### src/rtl/step_sequencer_pkg.sv
// Shared types, sizes, default timing constants and small helpers for the
// 4-track, 16-step sequencer.
package step_sequencer_pkg;

  typedef enum logic {
    IDLE = 1'b0,
    RUN  = 1'b1
  } seq_state_e;

  localparam int unsigned NUM_TRACKS = 4;
  localparam int unsigned NUM_STEPS  = 16;

  localparam int unsigned DEF_STEP_TICKS = 12500000;
  localparam int unsigned DEF_GATE_TICKS = 6250000;
  localparam int unsigned DEF_HALF_P1    = 47778;
  localparam int unsigned DEF_HALF_P2    = 42566;
  localparam int unsigned DEF_HALF_P3    = 37922;
  localparam int unsigned DEF_HALF_P4    = 31888;

  function automatic int unsigned max4(input int unsigned a, input int unsigned b,
                                       input int unsigned c, input int unsigned d);
    int unsigned m;
    m = a;
    if (b > m) m = b;
    if (c > m) m = c;
    if (d > m) m = d;
    return m;
  endfunction

  function automatic logic [NUM_TRACKS-1:0] step_pattern(
    input logic [NUM_STEPS-1:0] n1,
    input logic [NUM_STEPS-1:0] n2,
    input logic [NUM_STEPS-1:0] n3,
    input logic [NUM_STEPS-1:0] n4,
    input logic [3:0]           idx
  );
    return {n4[idx], n3[idx], n2[idx], n1[idx]};
  endfunction

  // Track 1 (bit 0) has the highest priority, so scan downwards and keep
  // the last hit.
  function automatic logic [1:0] lowest_active(input logic [NUM_TRACKS-1:0] act);
    logic [1:0] v;
    v = 2'd0;
    for (int i = NUM_TRACKS - 1; i >= 0; i--) begin
      if (act[i]) v = 2'(i);
    end
    return v;
  endfunction

endpackage

### src/rtl/step_sequencer_tone_gen.sv
// Square-wave generator: toggles every half_period cycles, held low while
// clear is asserted.
module step_sequencer_tone_gen #(
  parameter int unsigned HALF_W = 16
) (
  input  logic              clk,
  input  logic              reset,
  input  logic              clear,
  input  logic [HALF_W-1:0] half_period,
  output logic              tone
);

  logic [HALF_W-1:0] cnt_q, cnt_d;
  logic              tone_q, tone_d;

  always_comb begin
    cnt_d  = cnt_q + HALF_W'(1);
    tone_d = tone_q;
    if (clear) begin
      cnt_d  = '0;
      tone_d = 1'b0;
    end else if (cnt_q == half_period - HALF_W'(1)) begin
      cnt_d  = '0;
      tone_d = ~tone_q;
    end
  end

  always_ff @(posedge clk) begin
    if (reset) begin
      cnt_q  <= '0;
      tone_q <= 1'b0;
    end else begin
      cnt_q  <= cnt_d;
      tone_q <= tone_d;
    end
  end

  assign tone = tone_q;

endmodule

### src/rtl/step_sequencer.sv
// Step sequencer: tempo divider, 16-step index, mute/priority arbitration
// and a gated square-wave tone for the winning track.
module step_sequencer
  import step_sequencer_pkg::*;
#(
  parameter int unsigned STEP_TICKS = DEF_STEP_TICKS,
  parameter int unsigned GATE_TICKS = DEF_GATE_TICKS,
  parameter int unsigned HALF_P1    = DEF_HALF_P1,
  parameter int unsigned HALF_P2    = DEF_HALF_P2,
  parameter int unsigned HALF_P3    = DEF_HALF_P3,
  parameter int unsigned HALF_P4    = DEF_HALF_P4
) (
  input  logic                  clk,
  input  logic                  reset,
  input  logic                  start,
  input  logic                  stop,
  input  logic [NUM_STEPS-1:0]  note1,
  input  logic [NUM_STEPS-1:0]  note2,
  input  logic [NUM_STEPS-1:0]  note3,
  input  logic [NUM_STEPS-1:0]  note4,
  input  logic [NUM_TRACKS-1:0] mute,
  output logic                  running,
  output logic [3:0]            step,
  output logic                  step_strobe,
  output logic                  bar_strobe,
  output logic [NUM_TRACKS-1:0] active,
  output logic [1:0]            voice,
  output logic                  gate,
  output logic                  tone
);

  localparam int unsigned TICK_W = $clog2(STEP_TICKS);
  localparam logic [TICK_W-1:0] LAST_TICK = TICK_W'(STEP_TICKS - 1);
  localparam int unsigned HALF_W = $clog2(max4(HALF_P1, HALF_P2, HALF_P3, HALF_P4) + 1);

  seq_state_e            state_q, state_d;
  logic [3:0]            step_q, step_d;
  logic [TICK_W-1:0]     tick_q, tick_d;
  logic                  step_strobe_q, step_strobe_d;
  logic                  bar_strobe_q, bar_strobe_d;
  logic [NUM_TRACKS-1:0] active_q, active_d;
  logic [1:0]            voice_q, voice_d;
  logic                  gate_q, gate_d;
  logic [3:0]            next_step;
  logic [HALF_W-1:0]     half_d;
  logic                  tone_clear;

  always_comb begin
    state_d       = state_q;
    step_d        = step_q;
    tick_d        = tick_q;
    step_strobe_d = 1'b0;
    bar_strobe_d  = 1'b0;
    active_d      = active_q;
    next_step     = step_q + 4'd1;

    if (state_q == IDLE) begin
      if (start && !stop) begin
        state_d       = RUN;
        step_d        = 4'd0;
        tick_d        = '0;
        step_strobe_d = 1'b1;
        bar_strobe_d  = 1'b1;
        active_d      = step_pattern(note1, note2, note3, note4, 4'd0) & ~mute;
      end
    end else begin
      if (stop) begin
        state_d  = IDLE;
        step_d   = 4'd0;
        tick_d   = '0;
        active_d = '0;
      end else if (tick_q == LAST_TICK) begin
        tick_d        = '0;
        step_d        = next_step;
        step_strobe_d = 1'b1;
        bar_strobe_d  = (next_step == 4'd0);
        active_d      = step_pattern(note1, note2, note3, note4, next_step) & ~mute;
      end else begin
        tick_d = tick_q + TICK_W'(1);
      end
    end

    // Gate and voice are derived from next-state values so they line up
    // with the registered step/active outputs.
    gate_d  = (state_d == RUN) && (active_d != '0) && (32'(tick_d) < GATE_TICKS);
    voice_d = lowest_active(active_d);
  end

  always_comb begin
    case (voice_d)
      2'd0:    half_d = HALF_W'(HALF_P1);
      2'd1:    half_d = HALF_W'(HALF_P2);
      2'd2:    half_d = HALF_W'(HALF_P3);
      default: half_d = HALF_W'(HALF_P4);
    endcase
  end

  always_ff @(posedge clk) begin
    if (reset) begin
      state_q       <= IDLE;
      step_q        <= 4'd0;
      tick_q        <= '0;
      step_strobe_q <= 1'b0;
      bar_strobe_q  <= 1'b0;
      active_q      <= '0;
      voice_q       <= 2'd0;
      gate_q        <= 1'b0;
    end else begin
      state_q       <= state_d;
      step_q        <= step_d;
      tick_q        <= tick_d;
      step_strobe_q <= step_strobe_d;
      bar_strobe_q  <= bar_strobe_d;
      active_q      <= active_d;
      voice_q       <= voice_d;
      gate_q        <= gate_d;
    end
  end

  // Tone restarts at every step boundary so each note begins low.
  assign tone_clear = !gate_d || step_strobe_d;

  step_sequencer_tone_gen #(
    .HALF_W(HALF_W)
  ) u_tone_gen (
    .clk        (clk),
    .reset      (reset),
    .clear      (tone_clear),
    .half_period(half_d),
    .tone       (tone)
  );

  assign running     = (state_q == RUN);
  assign step        = step_q;
  assign step_strobe = step_strobe_q;
  assign bar_strobe  = bar_strobe_q;
  assign active      = active_q;
  assign voice       = voice_q;
  assign gate        = gate_q;

endmodule
### config.mk
export PLATFORM = sky130hd
export DESIGN_NAME = step_sequencer
export DESIGN_NICKNAME = d
export VERILOG_FILES = /design/src/rtl/step_sequencer_pkg.sv /design/src/rtl/step_sequencer_tone_gen.sv /design/src/rtl/step_sequencer.sv
export SDC_FILE = /design/constraint.sdc
export NUM_CORES = 1
export LEC_CHECK = 0
export ABC_AREA = 1
export CAP_MARGIN = 20
export CORE_UTILIZATION = 45
export CTS_CLUSTER_SIZE = 30
export DETAILED_ROUTE_END_ITERATION = 10
export GPL_TIMING_DRIVEN = 0
export MAX_ROUTING_LAYER = met4
export PLACE_DENSITY = 0.68
export SYNTH_ARGS = -nofsm -noshare
export SYNTH_HDL_FRONTEND = slang
export SYNTH_SLANG_ARGS = --single-unit
### constraint.sdc
create_clock -name clk -period 4.8 [get_ports clk]
set_input_delay 0.96 -clock clk [delete_from_list [all_inputs] [get_ports clk]]
set_output_delay 0.96 -clock clk [all_outputs]
set_load 0.1 [all_outputs]
; ---- After elaboration in Yosys (flattened, before gate mapping)
; Index checks and enable logic that the tools add are counted.
[word_totals]
inputBits = 72
word_cells = 72
ff_bits = 55
[classes]
bitwise_logic = 4
n_eq_ne = 5
magnitude_cmp = 2
reduce_logical = 13
n_mux = 34
addsub = 4
[ops]
columns = operator, n
row1 = two-way mux 24 bit, 4
row2 = case mux 16 bit (3 select lines), 1
row3 = two-way mux 4 bit, 8
row4 = "adder 24 x 1 -> 24 bit, second input constant", 1
row5 = "equality test 24 bit, second input constant", 1
row6 = "less-than comparator 24 x 23 -> 1 bit, second input constant", 1
row7 = "adder 16 x 1 -> 16 bit, second input constant", 1
row8 = binary-select mux 1 bit (select 4 bit), 4
row9 = equality test 16 bit, 1
row10 = "subtractor 16 x 1 -> 16 bit, second input constant", 1
row11 = two-way mux 1 bit, 13
row12 = bitwise AND 4 bit, 2
row13 = two-way mux 2 bit, 4
row14 = "less-than comparator 4 x 5 -> 1 bit, second input constant", 1
row15 = "adder 4 x 1 -> 4 bit, second input constant", 1
row16 = zero test 4 bit, 1
row17 = NOT 4 bit, 1
row18 = nonzero test 4 bit, 1
row19 = logical AND 1 bit, 3
row20 = "inequality test 3 x 2 -> 1 bit, second input constant", 1
row21 = OR reduction 3 bit, 1
row22 = "equality test 2 x 1 -> 1 bit, second input constant", 1
row23 = "equality test 2 bit, second input constant", 1
row24 = zero test 1 bit, 2
row25 = 6 further kinds, 6

; ---- Logic depth before layout (Yosys ltp)
[depth]
depth_word = 16
ltp_mapped = 25
ltp_nobuf = 24

; ---- Modules after synthesis
; From an unflattened synthesis, not the netlist that was laid out.
[hier_totals]
hier_cells = 852
hier_area_um2 = 4961.0
[modules_own_cells]
columns = mod, area_per_inst_um2, cells_per_inst, seq_area_each_um2, instances
row1 = step_sequencer, 3515.9, 626, 760.7, 1
row2 = step_sequencer_tone_gen, 1445.1, 226, 340.3, 1

; ---- Worst setup path after synthesis
; No wires, ideal clock.
[synth_timing]
path_type = reg-to-reg
from = register step_q[0], in the netlist step[0]
to = register u_tone_gen.cnt_q[6]
path_stages_with_launch = 22
period_less_slack_ns = 4.260
path_slack_ns = 0.540
arrival_time_ns = 4.140
path_cell_list = dfxtp_1 > ha_1 > clkbuf_2 > clkbuf_1 > nor2_1 > o21ai_0 > o211ai_1 > nand3_1 > nand2_1 > a21oi_2 > nand2_1 > a21oi_1 > inv_1 > ha_1 > xor2_1 > nor4_1 > nand3_1 > nor2_1 > nand3_2 > nand4_4 > buf_12 > nor2_4
[synth_via]
elab_chain_cells = 16
word_cells_on_any_way = 29
cone_classes = add/sub (2) / eq/ne (3) / mux (16) / bitwise (1) / reduce/logical (7)
[synth_lines]
columns = item, line_no
row1 = "start, declared", step_sequencer.sv:37  ; logic [3:0] step_q, step_d;
row2 = "start signal, assigned", step_sequencer.sv:110  ; step_q <= step_d;
row3 = adder 4 x 1 -> 4 bit (*), step_sequencer.sv:55  ; next_step = step_q + 4'd1;
row4 = binary-select mux 1 bit (select 4 bit), step_sequencer_pkg.sv:37  ; return {n4[idx], n3[idx], n2[idx], n1[idx]};
row5 = two-way mux 1 bit (not written as such), step_sequencer_pkg.sv:37
row6 = bitwise AND 4 bit (*), step_sequencer.sv:77  ; active_d = step_pattern(note1, note2, note3, note4, next_step) & ~mute;
row7 = two-way mux 4 bit (*), step_sequencer.sv:72  ; end else if (tick_q == LAST_TICK) begin
row8 = two-way mux 4 bit (*), step_sequencer.sv:67  ; if (stop) begin
row9 = two-way mux 4 bit (*), step_sequencer.sv:57  ; if (state_q == IDLE) begin
row10 = two-way mux 2 bit (3 in series), step_sequencer_pkg.sv:46  ; if (act[i]) v = 2'(i);
row11 = two-way mux 2 bit (*), step_sequencer_pkg.sv:46
row12 = named net voice_d[1], step_sequencer.sv:42  ; logic [1:0] voice_q, voice_d;
row13 = "equality test 2 bit, or another cell as far along", step_sequencer.sv:90  ; case (voice_d)
row14 = case mux 16 bit (3 select lines) (*), step_sequencer.sv:90
row15 = subtractor 16 x 1 -> 16 bit (*), step_sequencer_tone_gen.sv:22  ; end else if (cnt_q == half_period - HALF_W'(1)) begin
row16 = equality test 16 bit (*), step_sequencer_tone_gen.sv:22
row17 = OR reduction 3 bit (no line) (*), -
row18 = "end signal, assigned", step_sequencer_tone_gen.sv:33  ; cnt_q <= cnt_d;
row19 = "end, declared", step_sequencer_tone_gen.sv:13  ; logic [HALF_W-1:0] cnt_q, cnt_d;
; Mark *: on every way through the listed nets, which the timed path passes. The rest lies on a longest branch. The select of a mux whose other input is x is not followed.
; A chain may end at the register's enable or synchronous reset.

; ---- Worst setup path after layout
[layout_timing]
from = input port stop
to = register u_tone_gen.cnt_q[6]
[layout_via]
elab_chain_cells = 13
word_cells_on_any_way = 30
cone_classes = add/sub (1) / order compare (1) / eq/ne (3) / mux (16) / reduce/logical (9)
[layout_lines]
columns = item, line_no
row1 = "start, declared", step_sequencer.sv:16  ; input logic stop,
row2 = zero test 1 bit, step_sequencer.sv:58  ; if (start && !stop) begin
row3 = logical AND 1 bit, step_sequencer.sv:58
row4 = two-way mux 4 bit, step_sequencer.sv:58
row5 = two-way mux 4 bit (*), step_sequencer.sv:57
row6 = two-way mux 2 bit (3 in series), step_sequencer_pkg.sv:46
row7 = two-way mux 2 bit (*), step_sequencer_pkg.sv:46
row8 = named net voice_d[1], step_sequencer.sv:42
row9 = "equality test 2 bit, or another cell as far along", step_sequencer.sv:90
row10 = case mux 16 bit (3 select lines) (*), step_sequencer.sv:90
row11 = subtractor 16 x 1 -> 16 bit (*), step_sequencer_tone_gen.sv:22
row12 = equality test 16 bit (*), step_sequencer_tone_gen.sv:22
row13 = OR reduction 3 bit (no line) (*), -
; Mark *: on every way through the listed nets, which the timed path passes. The rest lies on a longest branch.

==> summary.md <==
| Metric | Value |
|---|---|
| Number of post-CTS setup repair buffers | 0 |
| Number of clock sinks | 55 |
| Antenna diode instance count | 0 |
| Mean routed wirelength per cell | 13.8 um |
| Period utilisation layout | 94.0% |
| Net count, final | 867 |
| Clock tree from TritonCTS | yes |
| Simple-gate portion of the synthesized area | 45.5% |
| Power density normalized to cell area | 171 nW/um2 |
| Post-synthesis cell type with the largest combined area | sky130_fd_sc_hd__dfxtp_1 |
| Area share of fa/ha/maj cells after synthesis | 3.18% |
| Multiplexer fraction of the synthesized cell area | 0% |
| Switching portion of total power | 29.9% |
| Required arrival time at the worst endpoint | 5.02 ns |
| Global-route total usage across every layer | 27.0% |
| Share of cells above drive strength 1 | 9.55% |
| Clock-pin transition on the worst setup and hold timing paths | 0.11 ns |
| Pwr Total | 936 uW |
| Proportion of power drawn by the clock network | 30.2% |
| Num CTS Buffers | 5 |
| Max rail drop VDD | 0.106 mV |
| Sequential element share of the synthesized area | 25.4% |
| Remaining max-slew budget at the tightest pin | 31.6% |
| Initial Utilization | 46.6% |
| Core area | 9280 um2 |
| Die W | 100 um |
| Leakage power of the design | 0.00217 uW |
| Post-DP HPWL | 10,200 um |
| Reported net switching power | 280 uW |
| Final Worst Setup Slack | 0.289 ns |
| Global route total overflow | 0 |
| Chip height | 100 um |
| Worst clock skew | 0.0118 ns |
| Root buf cell | sky130_fd_sc_hd__clkbuf_8 |
| Fraction of post-synthesis cell area in the top cell type by area | 25.4% |
| RSZ-0062 raised after global routing | false |
| Port buffer count | 86 |
| First-pass GRT wire length | 20,700 um |
| Most common cell after layout, fill and taps aside | sky130_fd_sc_hd__nand2_1 |
| Final routed wirelength across all metal layers | 12,600 um |
| Mean post-synth cell area | 6.27 um2 |
| Arrival time at the worst endpoint | 4.73 ns |
| I/O pin cnt | 87 |
| Post-synthesis share of cell area spent on xor and xnor gates | 5.78% |
| Tightest Hold Check Type | reg -> reg |
| Count of different cell masters after synthesis | 43 |
| Max-cap viol count | 0 |
| Count of state elements after synthesis | 55 |
| Number of hold-slack violations in the final timing report | 0 |
| Number of warnings printed during yosys synthesis | 0 |
| Worst-skew pair later-pin latency | 0.33 ns |
| Async set-reset flop share out of synthesis | 0% |
| Antenna violations before repair | 0 |
| Max Clock Freq | 222 MHz |
| Primary flip-flop cell chosen by synthesis mapping | sky130_fd_sc_hd__dfxtp_1 |
| Final critical delay including setup and external delays | 4.51 ns |
| Syn-to-layout area delta | 26.1% |
| Final antenna-violating net count | 0 |
| DRC viols | 0 |
| EDFF count, synth | 0 |
| Count of hold-fix buffers inserted at cts | 0 |
| Synthesized netlist cell count | 691 |
| Worst-case setup slack after placement | -0.340 ns |
| Weighted congestion at the end of routability-driven global placement | 0.934 |
| Internal power of the cells | 656 uW |
| Syn Nets | 774 |
| Outcome | complete, no violations |
| Compound-Gate Fraction of Synth Area | 10.1% |
| Combinational fraction of design power | 20.0% |
| H-Tree Depth | 2 |
| Number of placement rows | 35 |
| Maximum number of buffers from clock root to sink | 2 |
| Largest fanout of any net on the critical path | 10 |
| Slew at the pin with the worst max-slew slack | 1.02 ns |
| Crit end category | register |
| Path type of the worst setup path | in -> reg |
| Number of vias per cell after detailed routing | 5.01 |
| Die Area | 10,000 um2 |
| Detailed-router iteration count before antenna repair | 4 |
| Cell types occupying the most area after synthesis | sky130_fd_sc_hd__dfxtp_1, sky130_fd_sc_hd__nand2_1, sky130_fd_sc_hd__nor2_1 |
| DR iter-0 viols | 163 |
| Pin count of the biggest net entering global routing | 20 |
| Cell area after technology mapping | 4330 um2 |
| Slew Viols, Final | 0 |
| Combinational family with the most area after synthesis | simple AND/OR/NAND/NOR gates |
| Portion of total power attributed to sequential cells | 49.9% |
| Via count of the first global-routing pass | 4,431 |
| Detailed-route via count | 4,575 |
| Commonest non-fill, non-tap cells in the layout | sky130_fd_sc_hd__nand2_1, sky130_fd_sc_hd__nor2_1, sky130_fd_sc_hd__clkdlybuf4s50_1 |
| CTS-repair resized insts | 0 |
| Kind of start point of the critical path | input port |
| Final setup violating endpoints | 0 |
[layout make-up]
type,instances,area [um2]
Fill cell,950,3820
Inverter,85,323
Clock inverter,3,27.5
Timing Repair Buffer,86,861
Multi-Input combinational cell,531,2810
Clock buffer,5,68.8
Sequential cell,55,1100
Buffer,20,114
Tap cell,129,161
[power groups by stage]
stage               clock network, uW  registers [uW]  logic [uW]
finish                            282             467         187
global route                      307             467         202
CTS                               294             467         186
detailed placement                  0             477         185
global placement                    0             477         183
floorplan                           0             498        75.5
[per-layer routing]
metal | global-route usage, % | up-vias | routed length (um)
li1 | - | 2391 | -
met1 | 31.8 | 2049 | 5470
met2 | 46.8 | 110 | 6280
met3 | 3.20 | 25 | 520
met4 | 11.4 | 0 | 369
met5 | - | - | 0
[final timing paths]
check	slack (ns)	start	to	depth (start not counted)
hold / removal	0.50	u_tone_gen.cnt_q[0]	u_tone_gen.cnt_q[0]	1
setup reg to reg	0.57	tick_q[0]	u_tone_gen.cnt_q[6]	21
setup / recovery	0.29	stop	u_tone_gen.cnt_q[6]	20
hold reg to reg	0.50	u_tone_gen.cnt_q[0]	u_tone_gen.cnt_q[0]	1
[flip-flops by register name, indices dropped and copies added, names as in the netlist]
name and cells:
active 4, tick_q 24, voice 2, running 1, u_tone_gen.cnt_q 16, step_strobe 1, u_tone_gen.tone 1, step 4
bar_strobe 1, gate 1
[metrics by stage]
stage                     util, %  instances  setup TNS, ns  hold WS [ns]  instance area, um2
after detailed placement     57.7        906          -4.35         0.476                5350
after global placement       57.7        906          -2.54         0.452                5350
after CTS                    58.7        914              0         0.501                5450
final                        58.8        914              0         0.502                5460
after floorplan                 -        691              0         0.430                4330
after global routing         58.8        914              0         0.525                5460
[kinds of logic (layout without fill, tap and decap cells)]
| family | Yosys count | count (layout) |
|---|---|---|
| adder cells (fa/ha/maj) | 11 | 11 |
| flip-flops | 55 | 55 |
| AO/OA/AOI/OAI | 75 | 75 |
| XOR/XNOR | 26 | 26 |
| buffers and inverters | 105 | 199 |
| AND/OR/NAND/NOR | 419 | 419 |
[synth_stat cells, types with 2 or more instances]
cell                       instances
sky130_fd_sc_hd__a211oi_1          2
sky130_fd_sc_hd__a21oi_1          23
sky130_fd_sc_hd__a21oi_2           3
sky130_fd_sc_hd__a31oi_1           3
sky130_fd_sc_hd__buf_2             8
sky130_fd_sc_hd__buf_4             3
sky130_fd_sc_hd__clkbuf_1          7
sky130_fd_sc_hd__dfxtp_1          55
sky130_fd_sc_hd__ha_1             11
sky130_fd_sc_hd__inv_1            80
sky130_fd_sc_hd__inv_2             4
sky130_fd_sc_hd__nand2_1         164
sky130_fd_sc_hd__nand2_2           8
sky130_fd_sc_hd__nand2_4           2
sky130_fd_sc_hd__nand3_1          69
sky130_fd_sc_hd__nand3_2           4
sky130_fd_sc_hd__nand4_1          15
sky130_fd_sc_hd__nor2_1          114
sky130_fd_sc_hd__nor2_2            7
sky130_fd_sc_hd__nor2_4           16
sky130_fd_sc_hd__nor3_1           11
sky130_fd_sc_hd__nor4_1            4
sky130_fd_sc_hd__o211ai_1          5
sky130_fd_sc_hd__o21ai_0          27
sky130_fd_sc_hd__o21ai_1           4
sky130_fd_sc_hd__o21bai_1          3
sky130_fd_sc_hd__xnor2_1           9
sky130_fd_sc_hd__xor2_1           14
sky130_fd_sc_hd__xor2_2            2
[critical path: stages]
cell and delay, ns:
sky130_fd_sc_hd__clkdlybuf4s50_1 0.57, sky130_fd_sc_hd__nor2_4 0.26, sky130_fd_sc_hd__nor2_4 0.10, sky130_fd_sc_hd__clkinvlp_4 0.19, sky130_fd_sc_hd__nand2_4 0.09, sky130_fd_sc_hd__nand2_1 0.07
sky130_fd_sc_hd__nand2_1 0.07, sky130_fd_sc_hd__a21oi_2 0.22, sky130_fd_sc_hd__nand2_1 0.12, sky130_fd_sc_hd__a21oi_2 0.23, sky130_fd_sc_hd__inv_1 0.16, sky130_fd_sc_hd__ha_1 0.38
sky130_fd_sc_hd__xor2_1 0.16, sky130_fd_sc_hd__nor4_1 0.27, sky130_fd_sc_hd__nand3_1 0.12, sky130_fd_sc_hd__nor2_1 0.21, sky130_fd_sc_hd__nand3_2 0.14, sky130_fd_sc_hd__nand4_4 0.17
sky130_fd_sc_hd__buf_12 0.19, sky130_fd_sc_hd__nor2_4 0.03
Note: power is estimated with default switching activity, not from simulation.
